===== src/rtl/dma_pkg.sv =====
// -----------------------------------------------------------------------------
// dma_pkg
// Shared definitions for the stream/memory DMA blocks:
//   - dma_state_t     : controller state encodings (ST_IDLE, ST_RUN, ST_FIN)
//   - bytes_per_beat  : bytes carried by one DATA_W-bit beat
//   - clog2           : ceiling log2, used to size FIFO pointers
// No ports (package).
// -----------------------------------------------------------------------------
package dma_pkg;

   typedef enum logic [1:0] {
      ST_IDLE = 2'd0,
      ST_RUN  = 2'd1,
      ST_FIN  = 2'd2
   } dma_state_t;

   function automatic int bytes_per_beat(input int data_w);
      return data_w / 8;
   endfunction

   function automatic int clog2(input int value);
      int result;
      result = 0;
      for (int i = 0; i < 31; i++) begin
         if (int'(32'd1 << i) < value) begin
            result = i + 1;
         end
      end
      return result;
   endfunction

endpackage


===== src/rtl/dma_sync_fifo.sv =====
// -----------------------------------------------------------------------------
// dma_sync_fifo
// Single-clock FIFO with full/empty flags. A push and a pop in the same cycle
// are both honoured and leave the occupancy unchanged. A push while full or a
// pop while empty is ignored. FIFO_DEPTH must be a power of two (>= 2) so the
// pointers wrap naturally.
// Ports:
//   clk, rst_n        clock, asynchronous active-low reset
//   wr_en, wr_data    push request and data
//   rd_en, rd_data    pop request; rd_data shows the head entry
//   full, empty       occupancy flags
// -----------------------------------------------------------------------------
module dma_sync_fifo
   import dma_pkg::*;
#(
   parameter int DATA_W     = 32,
   parameter int FIFO_DEPTH = 4
) (
   input  logic              clk,
   input  logic              rst_n,
   input  logic              wr_en,
   input  logic [DATA_W-1:0] wr_data,
   input  logic              rd_en,
   output logic [DATA_W-1:0] rd_data,
   output logic              full,
   output logic              empty
);

   localparam int PTR_W = clog2(FIFO_DEPTH);
   localparam logic [PTR_W:0] DEPTH_C = (PTR_W + 1)'(FIFO_DEPTH);

   logic [DATA_W-1:0] mem_r [FIFO_DEPTH];
   logic [PTR_W-1:0]  wr_ptr_r;
   logic [PTR_W-1:0]  rd_ptr_r;
   logic [PTR_W:0]    count_r;
   logic              wr_ok_s;
   logic              rd_ok_s;

   assign full    = (count_r == DEPTH_C);
   assign empty   = (count_r == {(PTR_W + 1){1'b0}});
   assign wr_ok_s = wr_en && !full;
   assign rd_ok_s = rd_en && !empty;
   assign rd_data = mem_r[rd_ptr_r];

   // Storage array, written on an accepted push
   always_ff @(posedge clk or negedge rst_n) begin
      if (!rst_n) begin
         for (int i = 0; i < FIFO_DEPTH; i++) begin
            mem_r[i] <= {DATA_W{1'b0}};
         end
      end else if (wr_ok_s) begin
         mem_r[wr_ptr_r] <= wr_data;
      end
   end

   // Pointers and occupancy count
   always_ff @(posedge clk or negedge rst_n) begin
      if (!rst_n) begin
         wr_ptr_r <= {PTR_W{1'b0}};
         rd_ptr_r <= {PTR_W{1'b0}};
         count_r  <= {(PTR_W + 1){1'b0}};
      end else begin
         if (wr_ok_s) begin
            wr_ptr_r <= wr_ptr_r + PTR_W'(1);
         end
         if (rd_ok_s) begin
            rd_ptr_r <= rd_ptr_r + PTR_W'(1);
         end
         case ({wr_ok_s, rd_ok_s})
            2'b10:   count_r <= count_r + (PTR_W + 1)'(1);
            2'b01:   count_r <= count_r - (PTR_W + 1)'(1);
            default: count_r <= count_r;
         endcase
      end
   end

endmodule


===== src/rtl/axis_dma_write_2d.sv =====
// -----------------------------------------------------------------------------
// axis_dma_write_2d
// Stream-to-memory write DMA. Accepts an AXI-Stream of DATA_W-bit beats and
// writes them as a 2D block: num_rows rows of row_len beats, each row starting
// row_stride bytes after the previous one. A small FIFO decouples the stream
// from the memory port, which has its own ready/valid backpressure.
//
// Optional feature macro: DMA_WR_TLAST_CHECK_EN
//   When defined, s_axis_tlast and err exist; each accepted beat's tlast is
//   compared against the expected end-of-row position and any mismatch sets
//   the sticky err flag (cleared by the next accepted start). The data path
//   always follows the programmed counts regardless of tlast.
//
// Ports:
//   clk, rst_n                      clock, asynchronous active-low reset
//   start                           one-cycle request, honoured only when idle
//   base_addr, row_len, num_rows,   transfer configuration, latched on start
//   row_stride
//   busy, done                      transfer in progress / completion pulse
//   s_axis_tvalid/tdata/tready      input stream
//   s_axis_tlast, err               framing check (macro only)
//   mem_wr_valid/ready/addr/data    memory write port
// -----------------------------------------------------------------------------
module axis_dma_write_2d
   import dma_pkg::*;
#(
   parameter int DATA_W     = 32,
   parameter int ADDR_W     = 32,
   parameter int CNT_W      = 16,
   parameter int FIFO_DEPTH = 4
) (
   input  logic              clk,
   input  logic              rst_n,
   input  logic              start,
   input  logic [ADDR_W-1:0] base_addr,
   input  logic [CNT_W-1:0]  row_len,
   input  logic [CNT_W-1:0]  num_rows,
   input  logic [ADDR_W-1:0] row_stride,
   output logic              busy,
   output logic              done,
   input  logic              s_axis_tvalid,
   input  logic [DATA_W-1:0] s_axis_tdata,
   output logic              s_axis_tready,
`ifdef DMA_WR_TLAST_CHECK_EN
   input  logic              s_axis_tlast,
   output logic              err,
`endif
   output logic              mem_wr_valid,
   input  logic              mem_wr_ready,
   output logic [ADDR_W-1:0] mem_wr_addr,
   output logic [DATA_W-1:0] mem_wr_data
);

   localparam int BPB   = bytes_per_beat(DATA_W);
   localparam int TOT_W = 2 * CNT_W;

   dma_state_t        state_r;
   dma_state_t        state_n_s;

   logic [CNT_W-1:0]  row_len_r;
   logic [CNT_W-1:0]  num_rows_r;
   logic [ADDR_W-1:0] stride_r;
   logic [ADDR_W-1:0] row_base_r;
   logic [CNT_W-1:0]  col_r;
   logic [CNT_W-1:0]  row_r;
   logic [TOT_W-1:0]  total_r;
   logic [TOT_W-1:0]  beats_in_r;

   logic              start_ok_s;
   logic              zero_len_s;
   logic              in_fire_s;
   logic              out_fire_s;
   logic              last_col_s;
   logic              last_row_s;
   logic              final_wr_s;
   logic              fifo_full_s;
   logic              fifo_empty_s;
   logic [DATA_W-1:0] fifo_rd_data_s;
   logic [ADDR_W-1:0] addr_s;

   assign start_ok_s = start && (state_r == ST_IDLE);
   assign zero_len_s = (row_len == {CNT_W{1'b0}}) || (num_rows == {CNT_W{1'b0}});

   // Total is held at double width so row_len*num_rows never overflows.
   assign s_axis_tready = (state_r == ST_RUN) && !fifo_full_s && (beats_in_r < total_r);
   assign mem_wr_valid  = (state_r == ST_RUN) && !fifo_empty_s;
   assign busy          = (state_r == ST_RUN);
   assign done          = (state_r == ST_FIN);

   assign in_fire_s  = s_axis_tvalid && s_axis_tready;
   assign out_fire_s = mem_wr_valid && mem_wr_ready;
   assign last_col_s = (col_r == row_len_r - CNT_W'(1));
   assign last_row_s = (row_r == num_rows_r - CNT_W'(1));
   assign final_wr_s = out_fire_s && last_col_s && last_row_s;

   assign addr_s = row_base_r + ADDR_W'(col_r) * ADDR_W'(BPB);

   // Address and data are forced to zero whenever no request is presented,
   // which also gives the all-zero outputs required out of reset.
   assign mem_wr_addr = mem_wr_valid ? addr_s : {ADDR_W{1'b0}};
   assign mem_wr_data = mem_wr_valid ? fifo_rd_data_s : {DATA_W{1'b0}};

   dma_sync_fifo #(
      .DATA_W     (DATA_W),
      .FIFO_DEPTH (FIFO_DEPTH)
   ) u_fifo (
      .clk     (clk),
      .rst_n   (rst_n),
      .wr_en   (in_fire_s),
      .wr_data (s_axis_tdata),
      .rd_en   (out_fire_s),
      .rd_data (fifo_rd_data_s),
      .full    (fifo_full_s),
      .empty   (fifo_empty_s)
   );

   // Controller state register
   always_ff @(posedge clk or negedge rst_n) begin
      if (!rst_n) begin
         state_r <= ST_IDLE;
      end else begin
         state_r <= state_n_s;
      end
   end

   // Next-state logic
   always_comb begin
      state_n_s = state_r;
      case (state_r)
         ST_IDLE: begin
            if (start) begin
               state_n_s = zero_len_s ? ST_FIN : ST_RUN;
            end else begin
               state_n_s = ST_IDLE;
            end
         end
         ST_RUN: begin
            if (final_wr_s) begin
               state_n_s = ST_FIN;
            end else begin
               state_n_s = ST_RUN;
            end
         end
         ST_FIN:  state_n_s = ST_IDLE;
         default: state_n_s = ST_IDLE;
      endcase
   end

   // Configuration latch plus input/output position counters
   always_ff @(posedge clk or negedge rst_n) begin
      if (!rst_n) begin
         row_len_r  <= {CNT_W{1'b0}};
         num_rows_r <= {CNT_W{1'b0}};
         stride_r   <= {ADDR_W{1'b0}};
         row_base_r <= {ADDR_W{1'b0}};
         col_r      <= {CNT_W{1'b0}};
         row_r      <= {CNT_W{1'b0}};
         total_r    <= {TOT_W{1'b0}};
         beats_in_r <= {TOT_W{1'b0}};
      end else begin
         case (state_r)
            ST_IDLE: begin
               if (start) begin
                  row_len_r  <= row_len;
                  num_rows_r <= num_rows;
                  stride_r   <= row_stride;
                  row_base_r <= base_addr;
                  col_r      <= {CNT_W{1'b0}};
                  row_r      <= {CNT_W{1'b0}};
                  total_r    <= TOT_W'(row_len) * TOT_W'(num_rows);
                  beats_in_r <= {TOT_W{1'b0}};
               end
            end
            ST_RUN: begin
               if (in_fire_s) begin
                  beats_in_r <= beats_in_r + TOT_W'(1);
               end
               if (out_fire_s) begin
                  if (last_col_s) begin
                     col_r      <= {CNT_W{1'b0}};
                     row_r      <= row_r + CNT_W'(1);
                     row_base_r <= row_base_r + stride_r;
                  end else begin
                     col_r <= col_r + CNT_W'(1);
                  end
               end
            end
            default: begin
            end
         endcase
      end
   end

`ifdef DMA_WR_TLAST_CHECK_EN
   logic [CNT_W-1:0] in_col_r;
   logic             err_r;
   logic             exp_last_s;

   assign exp_last_s = (in_col_r == row_len_r - CNT_W'(1));
   assign err        = err_r;

   // Input-side column tracker and sticky framing error
   always_ff @(posedge clk or negedge rst_n) begin
      if (!rst_n) begin
         in_col_r <= {CNT_W{1'b0}};
         err_r    <= 1'b0;
      end else if (start_ok_s) begin
         in_col_r <= {CNT_W{1'b0}};
         err_r    <= 1'b0;
      end else if (in_fire_s) begin
         if (s_axis_tlast != exp_last_s) begin
            err_r <= 1'b1;
         end
         if (exp_last_s) begin
            in_col_r <= {CNT_W{1'b0}};
         end else begin
            in_col_r <= in_col_r + CNT_W'(1);
         end
      end
   end
`endif

endmodule


===== config.mk =====
export PLATFORM = sky130hd
export DESIGN_NAME = axis_dma_write_2d
export DESIGN_NICKNAME = d
export VERILOG_FILES = /design/src/rtl/dma_pkg.sv /design/src/rtl/dma_sync_fifo.sv /design/src/rtl/axis_dma_write_2d.sv
export SDC_FILE = /design/constraint.sdc
export NUM_CORES = 1
export LEC_CHECK = 0
export ABC_CLOCK_PERIOD_IN_PS = 4100
export BUFFER_PORTS_ARGS = -buffer_cell sky130_fd_sc_hd__buf_2
export CAP_MARGIN = 10
export CORE_ASPECT_RATIO = 0.6
export CORE_MARGIN = 4
export CORE_UTILIZATION = 52
export CTS_CLUSTER_DIAMETER = 30
export DETAILED_ROUTE_END_ITERATION = 12
export GPL_TIMING_DRIVEN = 0
export HOLD_SLACK_MARGIN = 0.15
export PLACE_DENSITY_LB_ADDON = 0.15
export SLEW_MARGIN = 30
export SYNTH_ARGS = -nofsm -noshare
export SYNTH_HDL_FRONTEND = slang
export SYNTH_HIERARCHICAL = 1
export SYNTH_SLANG_ARGS = --single-unit
export TNS_END_PERCENT = 100

===== constraint.sdc =====
create_clock -name clk -period 4.1 [get_ports clk]
set_input_delay 0.615 -clock clk [delete_from_list [all_inputs] [get_ports clk]]
set_output_delay 0.615 -clock clk [all_outputs]
set_load 0.05 [all_outputs]

# Word level (Yosys, flattened, before mapping)

Index checks and enable logic that the tools add are counted.

Add/sub/neg operators: 11
Reductions and logical operators: 23
Magnitude comparators: 4
Equality and inequality tests: 11
$mul: 1
Muxes and demuxes: 27
Bitwise gates (word level): 2

Operator list:

| kind                  | number |
|---|---|
| $mux 32               | 10 |
| $bwmux 128            | 1 |
| $pmux 32 s2           | 2 |
| $mux 16               | 5 |
| $bmux 32 s2           | 1 |
| $demux 32 s2          | 1 |
| $pmux 16 s2           | 2 |
| $add 16x1->16 const B | 2 |
| $add 32x1->32 const B | 1 |
| $add 32x18->32        | 1 |
| $add 32x32->32        | 1 |
| $eq 16x16->1          | 2 |
| $logic_not 16->1      | 2 |
| $lt 32x32->1          | 1 |
| $mul 16x16->32        | 1 |
| $sub 16x1->16 const B | 2 |
| $logic_and 1x1->1     | 10 |
| $ge 3x3->1 const B    | 2 |
| $mux 2                | 3 |
| $ne 2x1->1 const B    | 3 |
| $not 2->3             | 2 |
| $pmux 3 s2            | 1 |
| $reduce_and 3->1      | 2 |
| $add 2x1->2 const B   | 2 |
| other kinds (15)      | 19 |

Flip-flop bits (word level): 329
Logic and storage cells: 95
Output and inout port bits: 68
Bits of input ports: 133

# Logic depth before layout (Yosys ltp)

Word-level depth: 8
Depth in mapped cells: 25
Mapped depth without buffers: 22

# Hierarchy

The synthesis kept the hierarchy.

Modules (own cells, without submodules):

| module            | area an instance (µm²) | times used | cells each | seq. area each (µm²) |
|---|---|---|---|---|
| axis_dma_write_2d | 21684.5                | 1          | 2602       | 4854.7 |
| dma_sync_fifo     | 5963.2                 | 1          | 348        | 3378.2 |

# Worst setup path before layout

OpenSTA, ideal clock, no wires.

Path kind: in2reg
Start point: input num_rows[7]
End point: register total_r[29]
Stages on the path: 24
Setup slack: -2.162 ns
Arrival time: 6.137 ns
Buffers on the path: 2
Setup time: 0.125 ns
Data required time: 3.975 ns
Path through: clkbuf_1 -> clkbuf_1 -> nand2_1 -> fa_1 -> inv_1 -> fa_1 -> inv_1 -> fa_1 -> inv_1 -> fa_1 -> fa_1 -> inv_1 -> fa_1 -> inv_1 -> ha_1 -> and4_1 -> o2111ai_1 -> o22ai_1 -> o21ai_0 -> a21oi_1 -> a21oi_1 -> o21ai_0 -> xnor2_1 -> mux2_2

Word-level cells in the longest chain between the ends: 1

RTL lines:

| item                 | RTL line                 | text |
|---|---|---|
| from (decl)          | axis_dma_write_2d.sv:37  | `input logic [CNT_W-1:0] num_rows,` |
| $mul 16x16->32       | axis_dma_write_2d.sv:170 | `total_r <= TOT_W'(row_len) * TOT_W'(num_rows);` |
| to (signal assigned) | axis_dma_write_2d.sv:158 | `total_r <= {TOT_W{1'b0}};` |
| to (signal assigned) | axis_dma_write_2d.sv:170 |  |
| to (decl)            | axis_dma_write_2d.sv:66  | `logic [TOT_W-1:0] total_r;` |

No other way between the ends.
A chain may end at the register's enable or synchronous reset.

# Worst setup path after layout

Start point: input num_rows[3]
End point: register total_r[29]

Same word-level chain as after synthesis.

==> flow_summary.json <==
{
  "dominantRegCellSynth": "sky130_fd_sc_hd__dfrtp_1",
  "netSwitchingPower_mw": 16.81,
  "place.gp.congestion": 0.9470,
  "io-pin-count": 201,
  "drc": 0,
  "max-clock-path-buffers": 3,
  "hold_ws_ns": 0.1778,
  "synth_seq_cells": 329,
  "final_hold_vios": 0,
  "grt_pass1_vias": 24330,
  "min_period_over_period_pct": 137.7,
  "critPathSlowestCell": "sky130_fd_sc_hd__fa_2",
  "final_util_pct": 66.63,
  "ys_warn_count": 6,
  "drt-wirelength-per-cell_um": 21.10,
  "fraction_of_final_layout_cells_sized_beyond_drive_strength_1_pct": 25.24,
  "worst-setup-path-type": "in -> reg",
  "clock_tree_from_tritoncts": "built",
  "mappedNetlistNets": 3472,
  "drt_wl_total_um": 86570,
  "rsz0062_at_grt": "true",
  "postLayoutSetupSlackWorst_ns": -1.547,
  "crit_path_cell_trace": "clkbuf_16 > clkbuf_16 > buf_4 > nand2_1 > fa_1 > fa_2 > fa_2 > inv_1 > fa_2 > fa_1 > fa_1 > ha_4 > and4_1 > o2111ai_2 > o22ai_2 > o21ai_2 > a21oi_2 > a21oi_2 > o21ai_2 > xnor2_2 > mux2_4",
  "switching_share_pct": 48.03,
  "numPlacedInstances": 3846,
  "htree_levels": 2,
  "tightestPinTransition_ns": 0.9998,
  "numPortBuffers": 189,
  "drv_cap": 0,
  "post_synth.cell_area_avg_um2": 9.372,
  "area_enclosed_by_the_die_boundary_mm2": 0.05704,
  "area_delta_synth_final_pct": 26.61,
  "synth-seq-area-share_pct": 29.78,
  "drv_slew": 0,
  "track_usage_pct": 30.32,
  "drt-vias-per-instance": 5.768,
  "critPathRequiredTime_ns": 4.59,
  "grt_first_pass_wirelength_um": 137400,
  "synth_enable_flop_cells": 0,
  "clkSlewWorstSetupHoldPaths_ns": 0.05,
  "std_cell_rows": 65,
  "cp_data_arrival_time_ns": 6.14,
  "netlist_instances": 2950,
  "pwr-share-seq_pct": 16.4,
  "first_pass_detailed_route_iteration_total": 8,
  "maximum_number_of_pins_on_one_net_before_global_route_repair": 81,
  "max_clock_freq_mhz": 177.1,
  "grt.overflow.total": 0,
  "fillCellCount": 4121,
  "synth-compound-area-share_pct": 10.46,
  "ant_nets": 0,
  "fin_skew_ns": 0.05863,
  "status": "finished, violations left",
  "basic_gate_share_of_the_synthesized_area_counting_and_or_nand_and_nor_cells_pct": 17.28,
  "violated_checks": "negative setup slack",
  "cts_made_buffers": 61,
  "setup_viol": 30,
  "layoutNonFillerInstCount": 4104,
  "comb_power_share_pct": 68.8,
  "number_of_antenna_violations_at_the_first_check_in_global_routing": 3,
  "multiInputGateArea_mm2": 0.01837,
  "cellLeakagePower_nw": 16.95,
  "power.internal_mw": 18.19,
  "synth-xor-area-share_pct": 4.308,
  "post_synth_instance_area_mm2": 0.02765,
  "min_period_ns": 5.647,
  "muxShareOfSynthArea_pct": 8.562,
  "placeableCoreArea_mm2": 0.05254,
  "critPathLaunchType": "primary input",
  "holdCritPathClass": "in -> reg",
  "timing.max_slew.rel_slack_pct": 33.35,
  "vdd_ir_drop_max_uv": 1127,
  "initial_utilization_pct": 52.62,
  "slowest_cell_delay_on_critical_path_ns": 0.60,
  "power_density_mw_per_mm2": 999.7,
  "insertion_delay_ns": 0.66,
  "critical_path_fanout_max": 9,
  "floorplan.die.height_um": 186.6,
  "drt_first_iter_violations": 2104,
  "dr_total_vias": 23670,
  "die_w_um": 305.7,
  "final_net_count": 3869,
  "synth_cell_types": 73,
  "main_combinational_cell_family_by_area_after_synthesis": "adder cells",
  "yosys.area_share.adder_pct": 22.95,
  "root_buffer": "sky130_fd_sc_hd__clkbuf_16",
  "async_reset_ff_share_pct": 100.0,
  "clkPwrFrac_pct": 14.8,
  "post-dp-hpwl_um": 63420,
  "area.sequential_mm2": 0.008242,
  "timing.critical_path.to_type": "flop",
  "cts.sink_count": 329
}
==> cells in the mapped netlist, drive strengths merged, types with 22 or more instances <==
library cell | n | share of area (%)
mux4 | 32 | 2.6
dfrtp | 329 | 30
and2 | 162 | 3.7
o21ai | 132 | 2.4
buf | 30 | 0.85
nand4 | 28 | 0.63
nand2 | 462 | 6.3
nand3 | 44 | 0.81
nor3 | 34 | 0.62
nor2 | 125 | 1.7
a21oi | 125 | 2.3
mux2 | 132 | 5.4
xnor2 | 79 | 2.5
and3 | 42 | 0.95
xor2 | 57 | 1.8
a31oi | 22 | 0.50
ha | 192 | 8.7
or3 | 23 | 0.52
inv | 311 | 4.2
fa | 197 | 14
clkbuf | 117 | 1.6
a21o | 57 | 1.5
a211oi | 23 | 0.75
==> power groups by stage <==
| stage | Sequential, mW | Clock, mW | Combinational [mW] |
|---|---|---|---|
| global route | 5.90 | 5.43 | 26.3 |
| detailed placement | 5.74 | 0 | 20.7 |
| global placement | 5.65 | 0 | 20.3 |
| finish | 5.73 | 5.19 | 24.1 |
| CTS | 5.70 | 5.27 | 22.6 |
| floorplan | 5.33 | 0 | 16.1 |
==> critical path, delay by kind of cell <==
family	cells	cell delay (ns)
adders and majority gates	7	3.36
buffers and inverters	4	0.45
muxes	1	0.27
AOI/OAI and AO/OA	6	0.99
xor gates and xnor gates	1	0.13
and+or+nand+nor	2	0.28
==> flip-flops by register name (all words and copies together), names as in the netlist <==
signal and count:
u_fifo/mem_r 128, beats_in_r 32, row_base_r 32, stride_r 32
total_r 32, col_r 16, num_rows_r 16, row_len_r 16
row_r 16, u_fifo/count_r 3, state_r 2, u_fifo/rd_ptr_r 2
u_fifo/wr_ptr_r 2
==> logic make-up after synthesis <==
logic type / after synthesis
AOI/OAI and AO/OA: 458
DFF: 329
xor gates and xnor gates: 136
adders and majority gates: 389
buffers and inverters: 458
and+or+nand+nor: 1000
muxes: 180
==> per-stage QoR <==
| stage | cell area, um2 | worst slack, ns | TNS [ns] | power, mW |
|---|---|---|---|---|
| CTS | 34400 | -1.448 | -24.38 | 33.59 |
| floorplan | 28200 | -1.630 | -28.60 | 21.46 |
| detailed placement | 30150 | -2.965 | -64.39 | 26.43 |
| finish | 35000 | -1.547 | -26.16 | 34.99 |
| global route | 35000 | -1.659 | -30.36 | 37.64 |
| global placement | 30020 | -3.819 | -1299.15 | 25.92 |
==> layout by cell type (no fill, tap or decap), types with 22 or more instances in the layout <==
cell type,n
sky130_fd_sc_hd__a21o_1,57
sky130_fd_sc_hd__a21oi_1,99
sky130_fd_sc_hd__a21oi_2,23
sky130_fd_sc_hd__and2_1,150
sky130_fd_sc_hd__and3_1,42
sky130_fd_sc_hd__buf_2,164
sky130_fd_sc_hd__buf_4,100
sky130_fd_sc_hd__buf_6,44
sky130_fd_sc_hd__clkbuf_1,70
sky130_fd_sc_hd__clkbuf_16,98
sky130_fd_sc_hd__dfrtp_1,322
sky130_fd_sc_hd__fa_1,181
sky130_fd_sc_hd__ha_1,170
sky130_fd_sc_hd__inv_1,290
sky130_fd_sc_hd__inv_6,22
sky130_fd_sc_hd__mux2_2,131
sky130_fd_sc_hd__mux4_2,32
sky130_fd_sc_hd__nand2_1,442
sky130_fd_sc_hd__nand3_1,42
sky130_fd_sc_hd__nand4_1,28
sky130_fd_sc_hd__nor2_1,118
sky130_fd_sc_hd__nor3_1,33
sky130_fd_sc_hd__o21ai_0,94
sky130_fd_sc_hd__o21ai_1,26
sky130_fd_sc_hd__or3_1,23
sky130_fd_sc_hd__xnor2_1,75
sky130_fd_sc_hd__xor2_1,56
==> timing repair <==
action / CTS / global route
endpoints found under the setup margin: 164 / 175
gates resized for setup: 258 / 97
buffers inserted: 85 / 33
pin swaps: 82 / 75
cloned: 3 / 1
hold buffers: 21 / 0
hold endpoints to repair: 68 / 0
==> per-layer routing <==
metal | GRT usage (%) | routed length [um] | vias up
met1 | 43.90 | 38190 | 11850
met4 | 8.105 | 2135 | 0
met2 | 46.42 | 38440 | 963
li1 | - | - | 10690
met5 | 0 | 0 | -
met3 | 6.614 | 7802 | 168
==> path summary, 6_finish.rpt <==
kind	startpoint	end	slack, ns	cells after the start
setup / recovery	num_rows[3]	total_r[29]$_DFFE_PN0P_	-1.55	21
hold / removal	row_stride[4]	stride_r[4]$_DFFE_PN0P_	0.18	3
setup reg to reg	beats_in_r[1]$_DFFE_PN0P_	u_fifo/mem_r[55]$_DFFE_PN0P_	0.22	14
hold reg to reg	total_r[25]$_DFFE_PN0P_	total_r[25]$_DFFE_PN0P_	0.48	2
max in group asynchronous	rst_n	beats_in_r[24]$_DFFE_PN0P_	2.11	5
min in group asynchronous	rst_n	u_fifo/mem_r[8]$_DFFE_PN0P_	0.47	2
==> area by class of cell <==
class                           count  share of cell area [%]
Clock buffer                       66                   4.529
Multi-Input combinational cell   2163                   52.47
Buffer                            146                   4.407
Sequential cell                   329                   23.55
Clock inverter                     50                   1.619
Antenna cell                        1                0.007149
Timing Repair Buffer              335                   7.571
Tap cell                          703                   2.513
Inverter                          311                   3.335
Power figures use the tool's default switching activity.
